===== src/rtl/esp8266_frame_decode_pkg.sv =====
// Shared constants and FSM state encoding for the ESP8266 reply decoders.
package esp8266_frame_decode_pkg;

    localparam logic [7:0] AsciiK    = 8'h4B;
    localparam logic [7:0] AsciiCr   = 8'h0D;
    localparam logic [7:0] AsciiZero = 8'h30;
    localparam logic [7:0] AsciiOne  = 8'h31;

    typedef enum logic [2:0] {
        StHunt,
        StSkip,
        StCap,
        StEnd,
        StCommit,
        StAbort
    } state_e;

    // Bits needed to hold 0..max_val, never less than one.
    function automatic int unsigned cnt_width(input int unsigned max_val);
        return (max_val < 1) ? 1 : $clog2(max_val + 1);
    endfunction

endpackage


===== src/rtl/esp8266_rx_strobe.sv =====
// Turns the UART busy level into a one-cycle byte-valid strobe on its falling edge.
module esp8266_rx_strobe (
    input  logic clk,
    input  logic rst,
    input  logic rx_int,
    output logic stb
);

    logic rx_int_q;

    // History starts high so a line already low at reset release still yields one strobe.
    always_ff @(posedge clk) begin
        if (rst) begin
            rx_int_q <= 1'b1;
        end else begin
            rx_int_q <= rx_int;
        end
    end

    assign stb = rx_int_q & ~rx_int;

endmodule


===== src/rtl/esp8266_frame_decode.sv =====
// Frame decoder: hunt marker, skip header, capture payload, check terminator, then commit.
module esp8266_frame_decode
    import esp8266_frame_decode_pkg::*;
#(
    parameter int unsigned NBYTES  = 4,
    parameter int unsigned SKIP    = 4,
    parameter int unsigned NCH     = 4,
    parameter logic [7:0]  MARK    = AsciiK,
    parameter logic [7:0]  TERM    = AsciiCr,
    parameter int unsigned TIMEOUT = 50000
) (
    input  logic                  clk,
    input  logic                  rst,
    input  logic                  rx_int,
    input  logic [7:0]            rx_data,
    output logic [8*NBYTES-1:0]   data,
    output logic [NCH-1:0]        ch_out,
    output logic                  frame_ok,
    output logic                  frame_err,
    output logic                  busy
);

    localparam int unsigned SkipW = cnt_width((SKIP > 0) ? SKIP - 1 : 0);
    localparam int unsigned IdxW  = cnt_width(NBYTES - 1);
    localparam int unsigned TmoW  = cnt_width(TIMEOUT);

    localparam logic [SkipW-1:0] SkipLast = SkipW'(SKIP - 1);
    localparam logic [IdxW-1:0]  IdxLast  = IdxW'(NBYTES - 1);
    localparam logic [TmoW-1:0]  TmoMax   = TmoW'(TIMEOUT);

    logic stb;

    state_e                   state_q, state_d;
    logic [SkipW-1:0]         skip_q, skip_d;
    logic [IdxW-1:0]          idx_q, idx_d;
    logic [TmoW-1:0]          tmo_q, tmo_d;
    logic [NBYTES-1:0][7:0]   shadow_q, shadow_d;
    logic [8*NBYTES-1:0]      data_q, data_d;
    logic [NCH-1:0]           ch_q, ch_d;
    logic                     ok_q, err_q;
    logic                     tmo_hit;
    logic                     is_term;

    esp8266_rx_strobe u_rx_strobe (
        .clk    (clk),
        .rst    (rst),
        .rx_int (rx_int),
        .stb    (stb)
    );

    assign tmo_hit = (tmo_q == TmoMax);
    assign is_term = (rx_data == TERM);

    always_comb begin
        state_d  = state_q;
        skip_d   = skip_q;
        idx_d    = idx_q;
        shadow_d = shadow_q;

        unique case (state_q)
            StHunt: begin
                if (stb && rx_data == MARK) begin
                    skip_d  = '0;
                    idx_d   = '0;
                    state_d = (SKIP == 0) ? StCap : StSkip;
                end
            end
            StSkip: begin
                if (stb) begin
                    if (is_term) begin
                        state_d = StAbort;
                    end else if (skip_q == SkipLast) begin
                        state_d = StCap;
                    end else begin
                        skip_d = skip_q + SkipW'(1);
                    end
                end else if (tmo_hit) begin
                    state_d = StAbort;
                end
            end
            StCap: begin
                if (stb) begin
                    if (is_term) begin
                        state_d = StAbort;
                    end else begin
                        // A marker byte here is ordinary payload; no resync mid-frame.
                        shadow_d[idx_q] = rx_data;
                        if (idx_q == IdxLast) begin
                            state_d = StEnd;
                        end else begin
                            idx_d = idx_q + IdxW'(1);
                        end
                    end
                end else if (tmo_hit) begin
                    state_d = StAbort;
                end
            end
            StEnd: begin
                if (stb) begin
                    state_d = is_term ? StCommit : StAbort;
                end else if (tmo_hit) begin
                    state_d = StAbort;
                end
            end
            StCommit: state_d = StHunt;
            StAbort:  state_d = StHunt;
            default:  state_d = StHunt;
        endcase
    end

    // Inter-byte timer: cleared by every strobe, saturates at TIMEOUT, idle outside a frame.
    always_comb begin
        tmo_d = tmo_q;
        if (stb || !(state_q inside {StSkip, StCap, StEnd})) begin
            tmo_d = '0;
        end else if (!tmo_hit) begin
            tmo_d = tmo_q + TmoW'(1);
        end
    end

    // Outputs load on the edge that enters COMMIT, so data and frame_ok appear together.
    always_comb begin
        data_d = data_q;
        ch_d   = ch_q;
        if (state_d == StCommit) begin
            data_d = shadow_q;
            for (int i = 0; i < NCH; i++) begin
                ch_d[i] = (shadow_q[i] == AsciiOne);
            end
        end
    end

    always_ff @(posedge clk) begin
        if (rst) begin
            state_q  <= StHunt;
            skip_q   <= '0;
            idx_q    <= '0;
            tmo_q    <= '0;
            shadow_q <= '0;
            data_q   <= {NBYTES{AsciiZero}};
            ch_q     <= '0;
            ok_q     <= 1'b0;
            err_q    <= 1'b0;
        end else begin
            state_q  <= state_d;
            skip_q   <= skip_d;
            idx_q    <= idx_d;
            tmo_q    <= tmo_d;
            shadow_q <= shadow_d;
            data_q   <= data_d;
            ch_q     <= ch_d;
            ok_q     <= (state_d == StCommit);
            err_q    <= (state_d == StAbort);
        end
    end

    assign data      = data_q;
    assign ch_out    = ch_q;
    assign frame_ok  = ok_q;
    assign frame_err = err_q;
    assign busy      = (state_q != StHunt);

endmodule


===== config.mk =====
export PLATFORM = sky130hd
export DESIGN_NAME = esp8266_frame_decode
export DESIGN_NICKNAME = d
export VERILOG_FILES = /design/src/rtl/esp8266_frame_decode_pkg.sv /design/src/rtl/esp8266_rx_strobe.sv /design/src/rtl/esp8266_frame_decode.sv
export SDC_FILE = /design/constraint.sdc
export NUM_CORES = 1
export LEC_CHECK = 0
export ABC_CLOCK_PERIOD_IN_PS = 1700
export CAP_MARGIN = 5
export CORE_MARGIN = 2
export CORE_UTILIZATION = 35
export CTS_CLUSTER_SIZE = 8
export DETAILED_ROUTE_END_ITERATION = 12
export PLACE_DENSITY = 0.53
export RECOVER_POWER = 100
export SLEW_MARGIN = 0
export SYNTH_ARGS = -nofsm -noshare
export SYNTH_HDL_FRONTEND = slang
export SYNTH_SLANG_ARGS = --single-unit

===== constraint.sdc =====
create_clock -name clk -period 1.7 [get_ports clk]
set_input_delay 0.255 -clock clk [delete_from_list [all_inputs] [get_ports clk]]
set_output_delay 0.255 -clock clk [all_outputs]
set_load 0.005 [all_outputs]

Word-level counts from Yosys, hierarchy flattened
Index checks and enable logic that the tools add are counted.

storage, ports and cells
  register bits after elaboration = 94
  input port bits = 11
  output and inout bits = 39
  logic and storage cells = 78

cells by class
  add/subtract/negate cells = 3
  $lt $le $gt $ge = 2
  equal/unequal tests = 21
  muxes and demuxes = 23
  bitwise operators = 3
  reduce and logical (&&, ||, !) cells = 13

operators with widths
  cell                   number
  $bwmux 32              1
  $eq 8x6->1 const B     4
  $mux 3                 9
  $add 16x1->16 const B  1
  $demux 8 s2            1
  $eq 16x16->1 const B   1
  $mux 2                 7
  $ne 2x2->1 const B     7
  $pmux 3 s4             1
  $reduce_and 5->1       2
  $eq 8x4->1 const B     1
  $eq 8x7->1 const B     1
  $mux 8                 1
  $pmux 2 s2             2
  $eq 3x2->1 const B     2
  $eq 3x3->1 const B     2
  $reduce_bool 3->1      2
  $add 2x1->2 const B    2
  $eq 2x2->1 const B     2
  $reduce_bool 2->1      2
  $eq 3x1->1 const B     1
  $logic_not 3->1        1
  $lt 2x3->1 const B     1
  $reduce_and 3->1       1
  8 further kinds        10

Depth between registers and ports, before layout
  word-level depth = 6
  depth in mapped cells = 7

Hierarchy
From an unflattened synthesis, not the netlist that was laid out.

unflattened totals
  cell total of the unflattened synthesis = 445
  area total of the unflattened synthesis = 4041.4 µm²

by module, submodules not included
  module                instances  cells each  area an instance (µm²)  sequential area each (µm²)
  esp8266_frame_decode  1          442         4006.3                  1861.8
  esp8266_rx_strobe     1          3           35.0                    20.0

Worst setup path before layout
No wires, ideal clock.

  path kind = reg2reg
  from = register state_q[1]
  to = register data_q[12] (netlist: data[12])
  library setup time = 0.137 ns
  arrival time = 1.619 ns
  slack = -0.056 ns
  stages on the path, launching flop included = 8
  path buffers = 3
  period minus slack after synthesis = 1.756 ns
  cell sequence = dfxtp_1 -> clkbuf_1 -> nand3b_1 -> or4_4 -> buf_6 -> buf_6 -> nand2_1 -> nand3_1

between the ends
  word-level cells in the longest chain between the ends = 5

ends and longest elaborated chain
  element                           RTL line                                                source
  start, declared                   esp8266_frame_decode.sv:33                              state_e state_q, state_d;
  start signal, assigned            esp8266_frame_decode.sv:135                             state_q <= StHunt;
  start signal, assigned            esp8266_frame_decode.sv:145                             state_q <= state_d;
  $mux 3, on equally long branches  esp8266_frame_decode.sv:88, esp8266_frame_decode.sv:72
  $mux 3, on equally long branches  esp8266_frame_decode.sv:83, esp8266_frame_decode.sv:70
  $mux 3, on equally long branches  esp8266_frame_decode.sv:82, esp8266_frame_decode.sv:69
  $pmux 3 s4 *                      esp8266_frame_decode.sv:60                              unique case (state_q)
  $eq 3x3->1 *                      esp8266_frame_decode.sv:125                             if (state_d == StCommit) begin
  end signal, assigned              esp8266_frame_decode.sv:140                             data_q <= {NBYTES{AsciiZero}};
  end signal, assigned              esp8266_frame_decode.sv:150                             data_q <= data_d;
  end, declared                     esp8266_frame_decode.sv:38                              logic [8*NBYTES-1:0] data_q, data_d;

Mark *: on every way between the ends. The rest lies on a longest branch, timed or not.
A chain may end at the register's enable or synchronous reset.

Final worst setup path
  from = input rx_data[7]
  to = register data_q[21] (netlist: data[21])

between the ends
  word-level cells in the longest chain between the ends = 5

ends and longest elaborated chain
  element                                   RTL line                                                source
  start, declared                           esp8266_frame_decode.sv:15                              input logic [7:0] rx_data,
  $eq 8x4->1 or $eq 8x7->1 (tied branches)  esp8266_frame_decode.sv:52, esp8266_frame_decode.sv:62
  $mux 1, or another cell as far along      esp8266_frame_decode.sv:100                             state_d = is_term ? StCommit : StAbort;
  $mux 3, on equally long branches          -
  $pmux 3 s4 *                              esp8266_frame_decode.sv:60
  $eq 3x3->1 *                              esp8266_frame_decode.sv:125

Marks and branches as above.

==> key figures <==
Setup path
  – Crit path DAT: 1.96 ns
  – Setup crit end: data[21]
  – Worst setup path startpoint: rx_data[7]
  – Reg2Reg Setup Slack: 0.07 ns
  – Crit-path max FO: 5
  – Worst r2r src: u_rx_strobe.rx_int_q
  – R2R Path End: data[21]
  – WP data required: 1.94 ns
  – R2R depth: 5
  – Crit path capture type: flip-flop
  – Critical setup path kind: in -> reg
  – Crit start category: primary input

Finish
  – Final Util: 48.0%
  – P&R area growth vs syn: 33.4%
  – Layout cell share with drive strength beyond 1: 16.2%
  – Commonest non-fill, non-tap cell in the layout: nand2_1
  – Antenna cell count: 0
  – Most frequent cells in the layout: 116 x nand2_1, 94 x dfxtp_1, 42 x buf_4
  – Fin nets: 557
  – Fin cells: 684

Global routing
  – Met3 Track Usage GR: 3.79%
  – GR Util met1: 19.8%
  – Met2 usage: 28.7%
  – Antenna violations before repair: 0
  – First-pass GRT wire length: 15300 um
  – Vias in the first global route: 3210
  – Largest net degree at the start of global routing: 37
  – GR peak layer: met2
  – GRT Residual Overflow: 0
  – GRT Total Usage: 16.5%

Floorplanning
  – Die area: 12100 um^2
  – Initial Util: 36.0%
  – Core ar.: 10900 um^2
  – Rows: 38
  – Die width: 110 um
  – IO Pins: 50
  – Die height: 110 um

Detailed routing
  – Vias: 3275
  – Wire per inst: 13.6 um
  – Post-DR vias/cell: 4.79
  – Final wirelength: 9330 um
  – DRC errors left: 0
  – TritonRoute pass-1 iters: 4
  – Iter 0 DRT Violations: 104
  – Antenna Nets Post-Route: 0

STA
  – Fmax: 0.581 GHz
  – Endpoints failing setup: 4
  – Setup ws final: -0.0203 ns
  – RSZ-0062 raised after global routing: yes
  – Setup_tns: -0.0404 ns
  – Final Hold Fails: 0
  – Worst-margin pin slew: 0.380 ns
  – Final Max Tran Viols: 0
  – Shortest period the worst path allows: 1.72 ns
  – Worst slew margin: 74.3%
  – Min Hold Slack: 0.452 ns
  – Final setup skew: 0.0140 ns
  – Final clock period utilization by the worst path: 101%

Logic synthesis
  – EDFF count, synth: 0
  – Mapped Cells: 445
  – Seq/Total Area, Yosys: 48.0%
  – Synthesized Nets: 463
  – Warnings, synthesis: 0
  – #FFs+latches synth: 94
  – Synth Area per Inst: 8.81 um^2
  – Predominant post-synthesis flop cell: dfxtp_1
  – Syn Std Cell Area: 3920 um^2
  – Synth async-reset ratio: 0%
  – Yosys cell types: 44

Placement
  – IO Port Bufs: 49
  – Placed cells: 665
  – Routability cong.: 0.830
  – DP HPWL: 6630 um

CTS
  – H-tree depth: 3
  – CTS buffer count: 9
  – Clock sinks: 94
  – Post-CTS setup repair buffer count: 0
  – Reg clk slew, reported paths: 0.10 ns
  – CTS tree: done
  – Hold buffer count at CTS: 0
  – CTS max path bufs: 2
  – Worst-skew pair later-pin latency: 0.36 ns
  – Root buffer cell: clkbuf_8

Power and ir drop
  – Power Density: 721 nW/um^2
  – Peak VDD IR: 0.466 mV
  – Leakage: 2.10 nW

Run status
  – Failing checks: negative setup slack
  – Status: complete, but fails checks

Min path
  – WHS Path Cells: 2
  – Worst hold path class: reg -> reg

Job
  – MaxCap Viol Count: 0
-- flip-flops by register name (all words and copies together), names as in the netlist --
signal                flops
ch_out                    4
frame_ok                  1
frame_err                 1
idx_q                     2
state_q                   3
data                     32
shadow_q                 32
tmo_q                    16
skip_q                    2
u_rx_strobe.rx_int_q      1
-- routing by layer --
| layer | wire length, um | part of all wire, % | vias to the layer above |
|---|---|---|---|
| met4 | 79 | 0.85 | 0 |
| met5 | 0 | 0 | - |
| met1 | 4260 | 46 | 1517 |
| met2 | 4650 | 50 | 40 |
| li1 | - | - | 1712 |
| met3 | 341 | 3.7 | 6 |
-- metrics by stage --
| stage | total power [mW] | setup WS [ns] | cell area [um^2] |
|---|---|---|---|
| after floorplan | 2.31 | -0.0523 | 3920 |
| after CTS | 3.83 | 0.00704 | 5150 |
| after global routing | 3.93 | -0.0459 | 5230 |
| after global placement | 2.41 | -0.490 | 4920 |
| final | 3.77 | -0.0203 | 5230 |
| after detailed placement | 2.41 | -0.498 | 4920 |
-- cells by family after synthesis --
| group | after synthesis | share of synthesized area, % |
|---|---|---|
| AO/OA/AOI/OAI | 46 | 6.83 |
| XOR/XNOR | 14 | 3.13 |
| adder cells (fa/ha/maj) | 7 | 2.23 |
| buffers and inverters | 30 | 3.77 |
| flip-flops | 94 | 48.0 |
| multiplexers | 36 | 9.20 |
| AND/OR/NAND/NOR | 218 | 26.8 |
-- cells in the mapped netlist, types with 2 or more instances --
master / number / area, um^2
nor4b_1: 7 / 61.3
nand2b_1: 3 / 18.8
dfxtp_1: 94 / 1880
xnor2_1: 11 / 96.3
nand3_2: 3 / 30.0
nor4bb_1: 4 / 40.0
nor4_1: 4 / 25.0
a21oi_1: 32 / 160
and3_1: 3 / 18.8
buf_6: 4 / 45.0
mux2i_1: 36 / 360
nand3_1: 20 / 100
a41oi_1: 2 / 17.5
nand3b_1: 4 / 30.0
xor2_1: 3 / 26.3
nor3_1: 12 / 60.1
nand4_1: 5 / 31.3
o21ai_0: 2 / 10.0
nor2b_1: 2 / 12.5
nand2_1: 122 / 458
inv_1: 9 / 33.8
clkbuf_1: 12 / 45.0
nor2_1: 21 / 78.8
buf_2: 4 / 20.0
ha_1: 7 / 87.6
-- area by class of cell --
class | instances | area [um^2]
clock buffer | 9 | 124
clock inverter | 7 | 66.3
fill | 1103 | 5660
inverter | 10 | 37.5
multi-input combinational | 321 | 1950
sequential | 94 | 1880
tap | 140 | 175
timing repair buffer | 103 | 996
-- how the worst min path moves through the flow --
stage | startpoint | slack, ns | to
floorplan | rx_int | 0.36 | u_rx_strobe.rx_int_q
global placement | data[1] | 0.44 | data[1]
detailed placement | data[6] | 0.45 | data[6]
CTS | data[6] | 0.46 | data[6]
global route | data[24] | 0.47 | data[24]
finish | data[6] | 0.45 | data[6]
-- worst max-delay path, stage by stage --
cell and delay [ns]:
dlygate4sd2_1 0.25, or4b_4 0.49, or4_4 0.63, clkbuf_16 0.22
nand2_2 0.06, nand3_1 0.06
-- report_power, final --
group / switching (mW) / internal [mW]
Sequential: 0.000945 / 2.20
Combinational: 0.0849 / 0.0675
Clock: 0.850 / 0.565
Total: 0.936 / 2.83
-- repair_timing --
| action | in CTS | in global routing |
|---|---|---|
| pin swaps | 0 | 3 |
| gates cloned | 1 | 2 |
| endpoints found under the setup margin | 50 | 31 |
| resized for setup | 13 | 16 |
No activity file was read; power rests on OpenSTA's default activity.
